$ cat src/rtl/sync_fifo_pro.sv
// Synchronous FIFO with arbitrary depth, occupancy count, almost-full/empty flags,
// flush and read-valid strobe. Define SYNC_FIFO_ERR_FLAGS_EN to add sticky o_ovf/o_udf.
module sync_fifo_pro #(
  parameter int unsigned DATA_WIDTH    = 8,
  parameter int unsigned FIFO_DEPTH    = 16,
  parameter int unsigned AFULL_THRESH  = FIFO_DEPTH - 2,
  parameter int unsigned AEMPTY_THRESH = 2,
  localparam int unsigned CNT_W        = $clog2(FIFO_DEPTH + 1)
) (
  input  logic                  i_clk,
  input  logic                  i_rts_n,
  input  logic                  i_clr,
  input  logic                  i_push,
  input  logic [DATA_WIDTH-1:0] i_data,
  input  logic                  i_pop,
  output logic [DATA_WIDTH-1:0] o_data,
  output logic                  o_valid,
  output logic                  o_empty,
  output logic                  o_full,
  output logic                  o_afull,
  output logic                  o_aempty,
  output logic [CNT_W-1:0]      o_count
`ifdef SYNC_FIFO_ERR_FLAGS_EN
  ,
  output logic                  o_ovf,
  output logic                  o_udf
`endif
);

  localparam int unsigned PTR_W = $clog2(FIFO_DEPTH);

  logic [DATA_WIDTH-1:0] mem [FIFO_DEPTH];
  logic [PTR_W-1:0]      wr_ptr;
  logic [PTR_W-1:0]      rd_ptr;
  logic [PTR_W-1:0]      wr_ptr_nxt;
  logic [PTR_W-1:0]      rd_ptr_nxt;
  logic [CNT_W-1:0]      count_nxt;
  logic                  push_ok;
  logic                  pop_ok;

  // Acceptance, pointer wrap and next occupancy (reset/flush collapse to empty)
  always_comb begin
    pop_ok     = i_pop & ~o_empty;
    push_ok    = i_push & (~o_full | pop_ok);
    wr_ptr_nxt = wr_ptr;
    rd_ptr_nxt = rd_ptr;
    count_nxt  = o_count;
    if (!i_rts_n || i_clr) begin
      wr_ptr_nxt = '0;
      rd_ptr_nxt = '0;
      count_nxt  = '0;
    end else begin
      if (push_ok) begin
        wr_ptr_nxt = (wr_ptr == PTR_W'(FIFO_DEPTH - 1)) ? '0 : wr_ptr + PTR_W'(1);
      end
      if (pop_ok) begin
        rd_ptr_nxt = (rd_ptr == PTR_W'(FIFO_DEPTH - 1)) ? '0 : rd_ptr + PTR_W'(1);
      end
      if (push_ok && !pop_ok) begin
        count_nxt = o_count + CNT_W'(1);
      end else if (pop_ok && !push_ok) begin
        count_nxt = o_count - CNT_W'(1);
      end
    end
  end

  always_ff @(posedge i_clk) begin
    wr_ptr   <= wr_ptr_nxt;
    rd_ptr   <= rd_ptr_nxt;
    o_count  <= count_nxt;
    o_empty  <= (count_nxt == '0);
    o_full   <= (count_nxt == CNT_W'(FIFO_DEPTH));
    o_afull  <= (count_nxt >= CNT_W'(AFULL_THRESH));
    o_aempty <= (count_nxt <= CNT_W'(AEMPTY_THRESH));
  end

  // Storage is not reset; writes are blocked during reset and flush
  always_ff @(posedge i_clk) begin
    if (i_rts_n && !i_clr && push_ok) begin
      mem[wr_ptr] <= i_data;
    end
  end

  // Registered read port: data appears with o_valid the cycle after an accepted pop
  always_ff @(posedge i_clk) begin
    if (!i_rts_n) begin
      o_data  <= '0;
      o_valid <= 1'b0;
    end else if (i_clr) begin
      o_valid <= 1'b0;
    end else begin
      o_valid <= pop_ok;
      if (pop_ok) begin
        o_data <= mem[rd_ptr];
      end
    end
  end

`ifdef SYNC_FIFO_ERR_FLAGS_EN
  // Sticky overflow/underflow; flush wins over a coincident error
  always_ff @(posedge i_clk) begin
    if (!i_rts_n || i_clr) begin
      o_ovf <= 1'b0;
      o_udf <= 1'b0;
    end else begin
      if (i_push && !push_ok) begin
        o_ovf <= 1'b1;
      end
      if (i_pop && !pop_ok) begin
        o_udf <= 1'b1;
      end
    end
  end
`endif

endmodule

$ cat config.mk
export PLATFORM = sky130hd
export DESIGN_NAME = sync_fifo_pro
export DESIGN_NICKNAME = d
export VERILOG_FILES = /design/src/rtl/sync_fifo_pro.sv
export SDC_FILE = /design/constraint.sdc
export NUM_CORES = 1
export LEC_CHECK = 0
export CORE_ASPECT_RATIO = 1.25
export CORE_MARGIN = 1
export CORE_UTILIZATION = 54
export DETAILED_ROUTE_END_ITERATION = 6
export PLACE_DENSITY_LB_ADDON = 0.1
export RECOVER_POWER = 25
export SETUP_SLACK_MARGIN = 0.15
export SYNTH_ARGS = -nofsm -noshare
export SYNTH_HDL_FRONTEND = slang
export SYNTH_SLANG_ARGS = --single-unit
$ cat constraint.sdc
create_clock -name i_clk -period 2.63 [get_ports i_clk]
set_clock_uncertainty 0.15 [all_clocks]
set_input_delay 0.526 -clock i_clk [delete_from_list [all_inputs] [get_ports i_clk]]
set_output_delay 0.526 -clock i_clk [all_outputs]
set_load 0.1 [all_outputs]
* Word-level counts from Yosys, hierarchy flattened
Memory sizes are Yosys's and may differ from the RTL's. A register that Yosys moved wholly into a read port is not among the register bits.
Cells that the tools add are included.
W data, S select, Z words.
** Storage, ports and cells
- Register bits :: 18
- RAM bits :: 128
- Logic and storage cells :: 45
- Memories kept :: 1
** Memory list
- mem :: words 16, bits a word 8, rd ports 1, clocked after memory_dff 1, wr ports 1, line 32 : logic [DATA_WIDTH-1:0] mem [FIFO_DEPTH];
** Operators by class
- Add/subtract/negate cells :: 4
- Order comparisons :: 2
- Eq/ne operators :: 3
- Muxes and demuxes :: 7
- Bitwise logic cells :: 7
- Reductions and logical operators :: 13
** Operator list (number)
- $mux W5 :: 3
- $add A4 B1 Y4 const B :: 2
- $eq A4 B4 Y1 const B :: 2
- $mux W4 :: 2
- $add A5 B1 Y5 const B :: 1
- $eq A5 B5 Y1 const B :: 1
- $ge A5 B4 Y1 const B :: 1
- $le A5 B2 Y1 const B :: 1
- $logic_not A1 Y1 :: 5
- $logic_not A5 Y1 :: 1
- $sub A5 B1 Y5 const B :: 1
- $logic_and A1 B1 Y1 :: 4
- $not A1 Y1 :: 4
- $and A1 B1 Y1 :: 2
- $mux W1 :: 2
- $reduce_and A2 Y1 :: 1
- $reduce_or A2 Y1 :: 1
- $logic_or A1 B1 Y1 :: 1
- $or A1 B1 Y1 :: 1

* Depth between registers and ports, before layout
Gate-level depths: netlist (run 1).
- Depth after elaboration :: 10
- Depth in mapped cells :: 7
- Depth with buffers taken out :: 7

* Worst setup path after synthesis (run 1)
Ideal clock, no wire load.
- Path type :: register to register
- Start point :: register o_empty
- End point :: memory mem[0][0] (enable)
- Data arrival time :: 2.359 ns
- Data required time :: 2.097 ns
- Path slack :: -0.262 ns
- Stages on the path, launching flop included :: 7
- Path buffers :: 1
- Period minus slack after synthesis :: 2.892 ns
- Path through :: dfxtp_1 nand2b_1 clkbuf_1 a21boi_2 nor2b_1 nand2_1 nor3_1
** Between the ends
- Cells in the longest elaborated chain, start to end :: 7
** Ends and longest elaborated chain
- start, declared :: line 18 : output logic o_empty,
- start signal, assigned :: line 71 : o_empty <= (count_nxt == '0);
- $not A1 Y1 :: line 43 : pop_ok = i_pop & ~o_empty;
- $and A1 B1 Y1 :: line 43
- $or A1 B1 Y1 :: line 44 : push_ok = i_push & (~o_full | pop_ok);
- $and A1 B1 Y1 :: line 44
- $logic_and A1 B1 Y1 :: line 79 : if (i_rts_n && !i_clr && push_ok) begin
- $mux W1 :: line 79
- $mux W1 (implied by the code) :: line 80 : mem[wr_ptr] <= i_data;
- end, declared :: line 32
Every way passes these cells.

==> results list, run 1 <==
* Hold_buf cts: 0
- The run finished with clean final reports.
- Die outline area: around 0.012 mm2
- Clock Sink Count: 154
* FILL cells: just under 800
- The net count of the finished layout is 442.
* Post-synthesis to final-layout area growth: 19.7%
- On the critical path the largest part of the delay comes from multiplexers.
- Unrepaired setup endpoints after global routing: false
- Fraction of synthesized cell area taken by the top area cell type: 0.626
- Proportion of synthesized chip area in sequential cells: 0.711
* Worst hold path depth: 2
- PortBufs: 30
* Clock latency reported for the late side of the worst-skew pair: 0.42 ns
* PwrDens: between 700 and 800 mW/mm2
- Synthesis instantiated 46 different standard cells from the library.
- The number of buffers and inverters on the critical path is 1.
- The number of hold violations in the final report was 0.
* Maximum clock path buffer count: 2
* Post-CTS resize count: 0
- Per-cell via count in the routed design: 5.96
* Largest stage delay on the critical path: 0.59 ns
- Slew Limit Headroom: 0.560
- Library cell with the highest instance count after synthesis: sky130_fd_sc_hd__edfxtp_1
* Timing-limited maximum frequency: 466 MHz
- RePlAce Congestion: slightly above 0.8
* Antenna viol nets, final: 0
- Top cell type by total area after synthesis: sky130_fd_sc_hd__edfxtp_1
- DR vias: 3,395
- Clock-pin slew was measured on the worst setup and hold paths at about 0.060 ns.
- Cell-by-cell listing of the critical path: buf_4 > mux4_1 > mux4_2 > nand2_1 > a21boi_1
- For this block, the routed nets add up to 12,200 um of wire.
- Top post-synthesis cells by count: sky130_fd_sc_hd__edfxtp_1, sky130_fd_sc_hd__dfxtp_1, sky130_fd_sc_hd__mux4_2, sky130_fd_sc_hd__nor2_1, sky130_fd_sc_hd__nand2_1
- Slowest cell on crit path: sky130_fd_sc_hd__mux4_1
- Final TNS setup: 0 ns
- CTS placed an instance of sky130_fd_sc_hd__clkbuf_16 at the clock tree root.
* Maximum number of pins on one net before global-route repair: 22
- CTS buffer count: 17
* Static leakage: 2.44 nW
- Element type at the critical path end: register
- The number of global-route vias before repair was 3,451.
* DRC violation count after routing: 0
- Counting flops with an async set or reset pin after synthesis yields a share of 0.
- Critical Setup Path Class: reg -> reg
- Data required time at the worst endpoint: around 2.8 ns
- Worst endpoint data arrival time: between 2 and 2.5 ns
- The first global-routing pass estimated roughly 19,000 um of wire.
- After global routing the overflow that remains totals 0.
- In the finished design, the share of the clock period the worst path needs comes to 0.815.
- Along the worst path, the maximum fanout reaches 10.
* Die outline width: 97.4 um
- The critical path runs through a total of 5 cells.
- Synthesis inferred 154 register bits.
- In the final layout, the multi-input gates occupy 0.00170 mm2.
- The number of max-slew violations in the final report came to 0.
- Fraction of final layout cells sized beyond drive strength 1: 0.260
* Type of the worst min-delay path: reg -> reg
- Mean Syn Cell Area: 17.0 um2
- Netlist area before placement: 0.00614 mm2
- In the final routed layout, each cell accounts on average for 21.5 um.
- Number of warnings reported in the yosys synthesis log: 0
- Syn nets: approximately 380
- Worst Reg-to-Reg Cells: 5
- The number of antenna violations at the first check in global routing is 0.
- In the global route stage, overall resource usage came out at 0.225.
* Transition time of the tightest slew-check pin: 0.658 ns
- In this run the number of H-tree levels came out at 4.
- Period minus WS final: 2.14 ns
- The first routing iteration left 220 violations.
- The floorplan step defined a core boundary enclosing 0.0111 mm2.
* Max_cap viols: 0
- In this run the post-CTS setup repair buffer count came out at 0.
- TritonCTS built the clock tree.
* Starting density of the core: 0.554
* Synth Instances: 362
- Total power for the finished layout comes to 5.39 mW.
- Setup violations remaining at the end of the flow were counted as 0.
- Iteration count of the initial detailed-routing pass: 4
- N_diodes: 0
- Across the VDD grid, the largest voltage drop is about 0.00040 V.
* Kind of start point of the critical path: register
- The synthesized design contains 128 enable-type register cells.
- After floorplanning, the core was divided into 43 placement rows.
- Primary flip-flop cell chosen by synthesis mapping: sky130_fd_sc_hd__edfxtp_1
- The die is ~120 um tall.
* Area used by sequential logic in the layout: roughly 0.0044 mm2
- The wire-length estimate of the detail-placed layout is 8200 um.
- Main area contributors after synthesis: sky130_fd_sc_hd__edfxtp_1, sky130_fd_sc_hd__mux4_2, sky130_fd_sc_hd__dfxtp_1
* Number of top-level pins: 31
## path summary, 6_finish.rpt
path                          startpoint  slack [ns]                endpoint
setup reg to reg  rd_ptr[1]$_SDFFE_PP0P_        0.49  o_data[7]$_SDFFE_PN0P_
hold / removal    o_data[6]$_SDFFE_PN0P_        0.35  o_data[6]$_SDFFE_PN0P_
hold reg to reg   o_data[6]$_SDFFE_PN0P_        0.35  o_data[6]$_SDFFE_PN0P_
setup / recovery  rd_ptr[1]$_SDFFE_PP0P_        0.49  o_data[7]$_SDFFE_PN0P_
## stage by stage
step	utilization	instances	worst slack [ns]	hold WS, ns	instance area, um2
after floorplan	-	362	0.194	0.446	6160
after global placement	0.608	538	0.0864	0.340	6740
after detailed placement	0.608	538	0.0520	0.343	6740
after CTS	0.663	570	0.475	0.356	7350
after global routing	0.663	570	0.345	0.365	7350
final	0.663	570	0.486	0.349	7350
## per-layer routing
layer	vias to the layer above	track usage	routed length, um
li1	1553	-	-
met1	1702	0.274	4960
met2	113	0.385	6370
met3	27	0.0513	603
met4	0	0.106	310
met5	-	0	0
## state kept, by name (all words and copies together), names as in the netlist
register and cells:
mem 128, o_aempty 1, o_afull 1, o_count 5
o_data 8, o_empty 1, o_full 1, o_valid 1
rd_ptr 4, wr_ptr 4
## cell families after synthesis
family                     Yosys count  synth area share
buffers and inverters               21            0.0159
DFF                                154             0.711
xor gates and xnor gates             4           0.00571
AOI/OAI and AO/OA                   56            0.0575
muxes                               40             0.124
and+or+nand+nor                     80            0.0714
adders and majority gates            7            0.0143
## final cells by class
cell class,instances,share of cell area
clock buffer,19,0.0589
clock inverter,13,0.0240
inverter,4,0.00204
multi-input combinational,187,0.231
sequential,154,0.595
tap,135,0.0230
timing repair buffer,58,0.0668
## layout by cell type (no fill, tap or decap), drive strengths merged, types with 6 or more instances in the layout
| cell | synthesis | layout |
|---|---|---|
| buf | 13 | 46 |
| ha | 7 | 7 |
| nand2b | 6 | 6 |
| mux4 | 28 | 28 |
| a21oi | 15 | 15 |
| clkinv | 0 | 6 |
| clkdlybuf4s50 | 0 | 7 |
| edfxtp | 128 | 128 |
| clkbuf | 4 | 19 |
| dfxtp | 26 | 26 |
| nand2 | 16 | 16 |
| o22ai | 6 | 6 |
| mux2i | 12 | 12 |
| a211oi | 6 | 6 |
| nor2 | 25 | 25 |
| o21ai | 10 | 10 |
| a22oi | 6 | 6 |
| nor3 | 13 | 13 |
## power by group
group          internal [mW]  total (mW)  switching, mW
clock network           1.58        2.49          0.913
logic                 0.0716       0.230          0.158
registers               2.66        2.67         0.0115
total                   4.30        5.39           1.08
## worst min-delay path, cell delays in order (launching register included)
cell and delay, ns:
sky130_fd_sc_hd__dfxtp_1 0.33, sky130_fd_sc_hd__nand2_1 0.07, sky130_fd_sc_hd__a21boi_1 0.05
(Power assumes the default switching activity.)
==> run 2, diff against run 1 <==
clock period = 1.8 ns   (was 2.63 ns; I/O delays follow)
==> run 2 against run 1 <==
Net effect:
- fmax increased by 8.7%
- the flow now finishes with violations (setup timing)
- utilization rose by 11 points
- non-clock buffer count up 53
- via count rose by 7.7%
- critical path depth is the same
- flip-flop and latch count unchanged
- setup slack got worse by 0.66 ns
- combinational power is 120% higher
==> results list, run 2 (synthesis results as in run 1) <==
- Critical Setup Path Class: reg -> reg
* Clock-pin transition on the worst setup and hold timing paths: 0.06 ns (about the same)
* Slew Limit Headroom: 0.369 (-0.190)
- The number of flip-flops under the largest register name was 128 (unchanged).
* Unrepaired setup endpoints after global routing: true
- Worst endpoint data arrival time: 2.13 ns (-0.17 ns)
- The number of nets with antenna violations after routing came to 0 (unchanged).
* Maximum clock path buffer count: 2 (unchanged)
- Number of max-slew violations in the final report: 0 (unchanged)
- The number of detailed-routing iterations run before antenna repair is 5 (+1).
- Area after DPL: 0.00749 mm2 (+11%)
- Clock Sink Count: 154 (unchanged)
- The count of input and output buffers came to 30 (unchanged).
- Core area: 0.0111 mm2 (unchanged)
- The maximum number of pins on one net before global-route repair came to 22 (unchanged).
- Die outline width: 97.4 um (unchanged)
- The number of global-route vias before repair is 3,653 (+5.9%).
* Routed wire per std cell: 22.2 um (+3.2%)
* DR vias: 3,655 (+7.7%)
- Status: complete, but fails checks
- Biggest registers after layout: mem: 128 flops, o_data: 8 flops, o_count: 5 flops
- Initial antenna violation count: 0 (unchanged)
* Clock H-tree levels: 4 (unchanged)
- The detailed-route vias per instance was 5.87 (-1.5%).
- The number of setup violations in the final report is 135 (+135).
- The routed wire length came to 13,800 um (+13%).
* Transition time of the tightest slew-check pin: 0.946 ns (+0.288 ns)
* Data required time at the worst endpoint: 1.96 ns (-0.83 ns)
* CTS buffer count: 17 (unchanged)
* RePlAce Congestion: 0.868 (+7.0%)
- Element type at the critical path end: register
- DRC violation count after routing: 0 (unchanged)
- Violated checks: setup timing
* Most frequent cells in the layout: sky130_fd_sc_hd__edfxtp_1, sky130_fd_sc_hd__buf_4, sky130_fd_sc_hd__buf_12, sky130_fd_sc_hd__mux4_2, sky130_fd_sc_hd__clkbuf_16
- The HPWL reported at the end of detailed placement is 8910 um (+8.6%).
- The share of the cycle needed by the critical path after routing was 1.10 (+0.280).
* Die outline area: 0.0118 mm2 (unchanged)
* Die Y: 121 um (unchanged)
* Max_cap viols: 0 (unchanged)
- The filler-free cell count of the finished design is 623 (+9.3%).
- Most common cell after layout, fill and taps aside: sky130_fd_sc_hd__edfxtp_1
* Period minus WS final: 1.97 ns (-0.172 ns)
- The total global routing track utilization came to 0.246 (+0.0211).
- Clock latency reported for the late side of the worst-skew pair: 0.42 ns (about the same)
- The register with the most flip-flops in the final layout is mem.
- The number of nets in the layout came to 495 (+12%).
* Total placed cells including tap cells: 563 (+4.6%)
- Site Rows: 43 (unchanged)
- The first-pass GRT wire length was 20,800 um (+11%).
* Leftover overflow at the end of global routing: 0 (unchanged)
* Largest fanout of any net on the critical path: 6 (-4)
- Clock tree root buffer cell: sky130_fd_sc_hd__clkbuf_16
* Setup slack of the critical path after layout: -0.172 ns (-0.658 ns)
- Type of the worst min-delay path: reg -> reg
* Finished Cell Area: 0.00859 mm2 (+17%)
- Timing-limited maximum frequency: 507 MHz (+8.7%)
- The peak ir drop on the vdd network was 0.000747 V (+87%).
* Final hold violation count: 0 (unchanged)
- The power density relative to cell area came to 923 mW/mm2 (+26%).
- Number of top-level pins: 31 (unchanged)
- The static leakage is 2.86 nW (+17%).
- The starting density of the core came to 0.554 (unchanged).
- The worst setup path is launched from a register.
- N_diodes: 0 (unchanged)
* Fraction of final layout cells sized beyond drive strength 1: 0.436 (+0.177)
- Post-synthesis to final-layout area growth: 39.9%
- Starting DRT DRC Count: 283 (+29%)
* TritonCTS clock tree: built
## run 2: cell types whose count changed in the layout (fill, tap and decap cells not counted), moves of 6 or more
cell                       delta
sky130_fd_sc_hd__dfxtp_4      +7
sky130_fd_sc_hd__nor2_1      -14
sky130_fd_sc_hd__nor2_4      +12
sky130_fd_sc_hd__buf_12      +34
sky130_fd_sc_hd__clkbuf_1     +6
sky130_fd_sc_hd__buf_6       +15
## run 2: per-stage QoR
step | power, mW | utilization | worst slack, ns | setup TNS (ns) | hold WS (ns)
after floorplan | 4.19 | - | -0.380 | -33.45 | 0.309
after global placement | 4.41 | 0.676 | -0.581 | -73.01 | 0.332
after detailed placement | 4.42 | 0.676 | -0.616 | -77.31 | 0.334
after CTS | 7.94 | 0.761 | -0.151 | -3.83 | 0.342
after global routing | 8.14 | 0.775 | -0.220 | -17.51 | 0.355
final | 7.93 | 0.775 | -0.172 | -7.55 | 0.341
## run 2: worst paths after layout
path / slack (ns) / to / cells after the start / start
max: -0.17 / o_data[6]$_SDFFE_PN0P_ / 5 / rd_ptr[1]$_SDFFE_PP0P_
min: 0.34 / o_data[6]$_SDFFE_PN0P_ / 2 / o_data[6]$_SDFFE_PN0P_
max reg2reg: -0.17 / o_data[6]$_SDFFE_PN0P_ / 5 / rd_ptr[1]$_SDFFE_PP0P_
min reg2reg: 0.34 / o_data[6]$_SDFFE_PN0P_ / 2 / o_data[6]$_SDFFE_PN0P_
## run 2: where the power goes
group	total [mW]	internal, mW	switching, mW
registers	3.90	3.87	0.0229
clock network	3.53	2.18	1.36
logic	0.498	0.215	0.283
total	7.93	6.26	1.66
## run 2: critical path, cell delays in order (launching register included)
cell and delay [ns]:
sky130_fd_sc_hd__dfxtp_4 0.44, sky130_fd_sc_hd__buf_4 0.14, sky130_fd_sc_hd__mux4_2 0.53, sky130_fd_sc_hd__mux4_2 0.47, sky130_fd_sc_hd__nand2_1 0.08, sky130_fd_sc_hd__a21boi_1 0.05
## run 2: layout make-up
| class | instances | area [um2] |
|---|---|---|
| tap | 135 | 169 |
| clock buffer | 25 | 562 |
| timing repair buffer | 111 | 1380 |
| sequential | 154 | 4390 |
| clock inverter | 7 | 51.3 |
| inverter | 4 | 17.5 |
| fill | 607 | 2490 |
| multi-input combinational | 187 | 2020 |
## run 2: per-layer routing
metal  global-route usage  part of all wire  up-vias
met4               0.0965             0.024        0
met3               0.0541             0.059       17
met1                0.329              0.41     1844
li1                     -                 -     1668
met2                0.398              0.50      126
met5                    0                 0        -
## run 2: what timing repair did
item | 4_1_cts | 5_1_grt
endpoints found under the hold margin | 0 | 0
pin swaps | 26 | 16
endpoints found under the setup margin | 146 | 147
setup buffers | 16 | 11
gates cloned | 1 | 0
resized for setup | 32 | 20
hold buffers | 0 | 0
==> run 3, diff against run 2 <==
CORE_UTILIZATION = 55   (was 54)
CTS_BUF_LIST = sky130_fd_sc_hd__clkbuf_4   (was not set)
==> run 3 against run 2 <==
Net effect:
- the flow still finishes with violations (setup timing)
- cell count down 0.80%
- clock power fell by 37%
- global-route usage is 1.9 points higher
- critical path type unchanged
- largest cell class unchanged
- largest power group unchanged
==> results list, run 3 (synthesis results as in run 1) <==
* Type of the worst min-delay path: in -> reg
* Post-synthesis to final-layout area growth: 35.8%
* Transition time of the tightest slew-check pin: 0.777 ns (-0.168 ns)
* Period Utilization, post-route: 1.10 (about the same)
- Leaving out fill and tap cells, the most frequent cells in the layout are sky130_fd_sc_hd__edfxtp_1, sky130_fd_sc_hd__buf_4, sky130_fd_sc_hd__buf_12, sky130_fd_sc_hd__mux4_2, sky130_fd_sc_hd__clkbuf_4.
- The overall die width is 96.5 um (-0.89%).
- Clock tree synthesis selected as its root buffer the cell sky130_fd_sc_hd__clkbuf_4.
- The initial detailed-routing violation count came to 340 (+20%).
- The peak fanout along the critical path came to 4 (-2).
* Clock H-tree levels: 4 (unchanged)
- The starting density of the core is 0.572 (+0.0187).
- Counting stages on the worst path, the most repeated cell is sky130_fd_sc_hd__mux4_2.
- The static leakage came to 2.74 nW (-4.3%).
- Hold_buf cts: 0 (unchanged)
* DR vias: 3,665 (+0.27%)
* Post-layout util: 0.777 (+0.00242)
- The number of global-route vias before repair was 3,776 (+3.4%).
- The summed negative setup slack over all endpoints came to -2.55 ns (+5.00 ns).
* Clock-pin transition on the worst setup and hold timing paths: 0.12 ns (+0.06 ns)
- The largest registers in the layout are mem: 128 flops, o_data: 8 flops, o_count: 5 flops.
- TritonCTS built the clock tree.
* HPWL after detailed placement: 8900 um (-0.12%)
* Slew Limit Headroom: 0.482 (+0.112)
- The number of rows in the core area was 42 (-2.3%).
* Routed wire per std cell: 22.7 um (+2.3%)
- The share of final-layout standard cells stronger than drive strength 1 came to 0.449 (+0.0130).
* Clock Sink Count: 154 (unchanged)
* Clock latency reported for the late side of the worst-skew pair: 0.55 ns (+0.13 ns)
- Max_cap viols: 0 (unchanged)
* Most flop-heavy register: mem
* Number of flip-flops under the largest register name: 128 (unchanged)
* Worst endpoint data arrival time: 2.28 ns (+0.15 ns)
- The longest individual stage delay on the worst path came to 0.50 ns (-0.03 ns).
* Kind of start point of the critical path: register
- The post-layout total power is 6.60 mW (-17%).
- Final hold violation count: 0 (unchanged)
- Status: complete, but fails checks
* Initial antenna violation count: 1 (+1)
- The critical path goes through buf_12 > buf_6 > mux4_2 > mux4_2 > nand2_1 > a21boi_1.
- The area of the die is 0.0116 mm2 (-1.8%).
- Setup slack of the critical path after layout: -0.173 ns (-0.00125 ns)
* Critical Setup Path Class: reg -> reg
- The number of nets with antenna violations after routing came to 0 (unchanged).
- The total global routing track utilization came to 0.265 (+0.0192).
- The detailed-route vias per instance was 5.93 (+1.1%).
- Die Y: 120 um (-0.90%)
* Violated checks: setup timing
- Iteration count of the initial detailed-routing pass: 6 (+1)
- Number of max-slew violations in the final report: 0 (unchanged)
* Peak supply drop: 0.000413 V (-45%)
* Timing-limited maximum frequency: 507 MHz (about the same)
- The required time at the endpoint of the critical path was 2.11 ns (+0.15 ns).
- The core footprint came to 0.0107 mm2 (-3.3%).
- Period minus WS final: 1.97 ns (+0.00125 ns)
- Maximum clock path buffer count: 2 (unchanged)
- The number of setup violations in the final report is 59 (-56%).
- The routability-driven placement congestion ratio is 0.837 (-3.5%).
- Slowest cell on crit path: sky130_fd_sc_hd__mux4_2
- The number of nets in the layout came to 492 (-0.61%).
- The count of boundary I/O pins is 31 (unchanged).
* Count of placed standard cells in the final layout, fillers left out: 618 (-0.80%)
- The number of instances in the placed design came to 565 (+0.36%).
- The power density relative to cell area came to 792 mW/mm2 (-14%).
- The count of input and output buffers came to 30 (unchanged).
- The number of buffers created by CTS was 17 (unchanged).
- The total congestion overflow came to 0 (unchanged).
- Total Wirelength: 14,000 um (+1.4%)
- DRC violation count after routing: 0 (unchanged)
* Unrepaired setup endpoints after global routing: true
- Most common cell after layout, fill and taps aside: sky130_fd_sc_hd__edfxtp_1
* Wire length of the first global-routing pass: 21,200 um (+2.0%)
- Maximum number of pins on one net before global-route repair: 23 (+4.5%)
- Element type at the critical path end: register
-- run 3: cell types whose count changed in the layout (fill, tap and decap cells not counted), moves of 3 or more --
cell,before,now
sky130_fd_sc_hd__buf_6,15,11
sky130_fd_sc_hd__bufinv_16,0,4
sky130_fd_sc_hd__clkbuf_1,8,4
sky130_fd_sc_hd__clkbuf_16,22,0
sky130_fd_sc_hd__clkbuf_4,0,20
sky130_fd_sc_hd__clkdlybuf4s50_1,5,8
sky130_fd_sc_hd__clkinv_1,0,5
sky130_fd_sc_hd__clkinvlp_4,5,1
sky130_fd_sc_hd__dfxtp_1,18,8
sky130_fd_sc_hd__dfxtp_2,1,9
-- run 3: timing repair --
item / 4_1_cts / 5_1_grt
resized for setup: 46 / 13
setup endpoints to repair: 160 / 159
gates cloned: 2 / 0
buffers inserted: 13 / 5
pin swaps: 17 / 5
-- run 3: path summary, 6_finish.rpt --
path	from	end	slack [ns]	cells past startpoint
worst max-delay path	rd_ptr[1]$_SDFFE_PP0P_	o_data[6]$_SDFFE_PN0P_	-0.17	6
worst max register to register	rd_ptr[1]$_SDFFE_PP0P_	o_data[6]$_SDFFE_PN0P_	-0.17	6
worst min-delay path	i_rts_n	o_data[2]$_SDFFE_PN0P_	0.35	3
worst min register to register	o_data[6]$_SDFFE_PN0P_	o_data[6]$_SDFFE_PN0P_	0.35	2
-- run 3: area by class of cell --
cell class	count	area, um2
Antenna cell	1	2.50
Clock buffer	20	150
Clock inverter	12	156
Fill cell	592	2390
Inverter	4	17.5
Multi-Input combinational cell	187	2040
Sequential cell	154	4410
Tap cell	132	165
Timing Repair Buffer	108	1390
-- run 3: critical path, delay by kind of cell, from the launching register on --
family | cells | cell delay [ns]
flops | 1 | 0.41
simple gates | 1 | 0.09
mux | 2 | 0.98
buf+inv | 2 | 0.21
compound gates | 1 | 0.06
-- run 3: power breakdown --
group | internal (mW) | switching (mW)
Sequential | 3.86 | 0.0215
Clock | 1.12 | 1.09
Combinational | 0.217 | 0.286
-- run 3: per-stage QoR --
step / hold slack [ns] / setup WS, ns / cell area [um2]
after floorplan: 0.309 / -0.380 / 6410
after global routing: 0.328 / -0.209 / 8330
final: 0.347 / -0.173 / 8330
after CTS: 0.313 / -0.144 / 8240
after global placement: 0.335 / -0.607 / 7560
after detailed placement: 0.338 / -0.647 / 7560
-- run 3: per-layer routing --
layer	up-vias	part of all wire	track usage
met4	0	0.023	0.0947
met3	23	0.052	0.0513
li1	1669	-	-
met5	-	0	0
met1	1837	0.38	0.334
met2	136	0.54	0.452
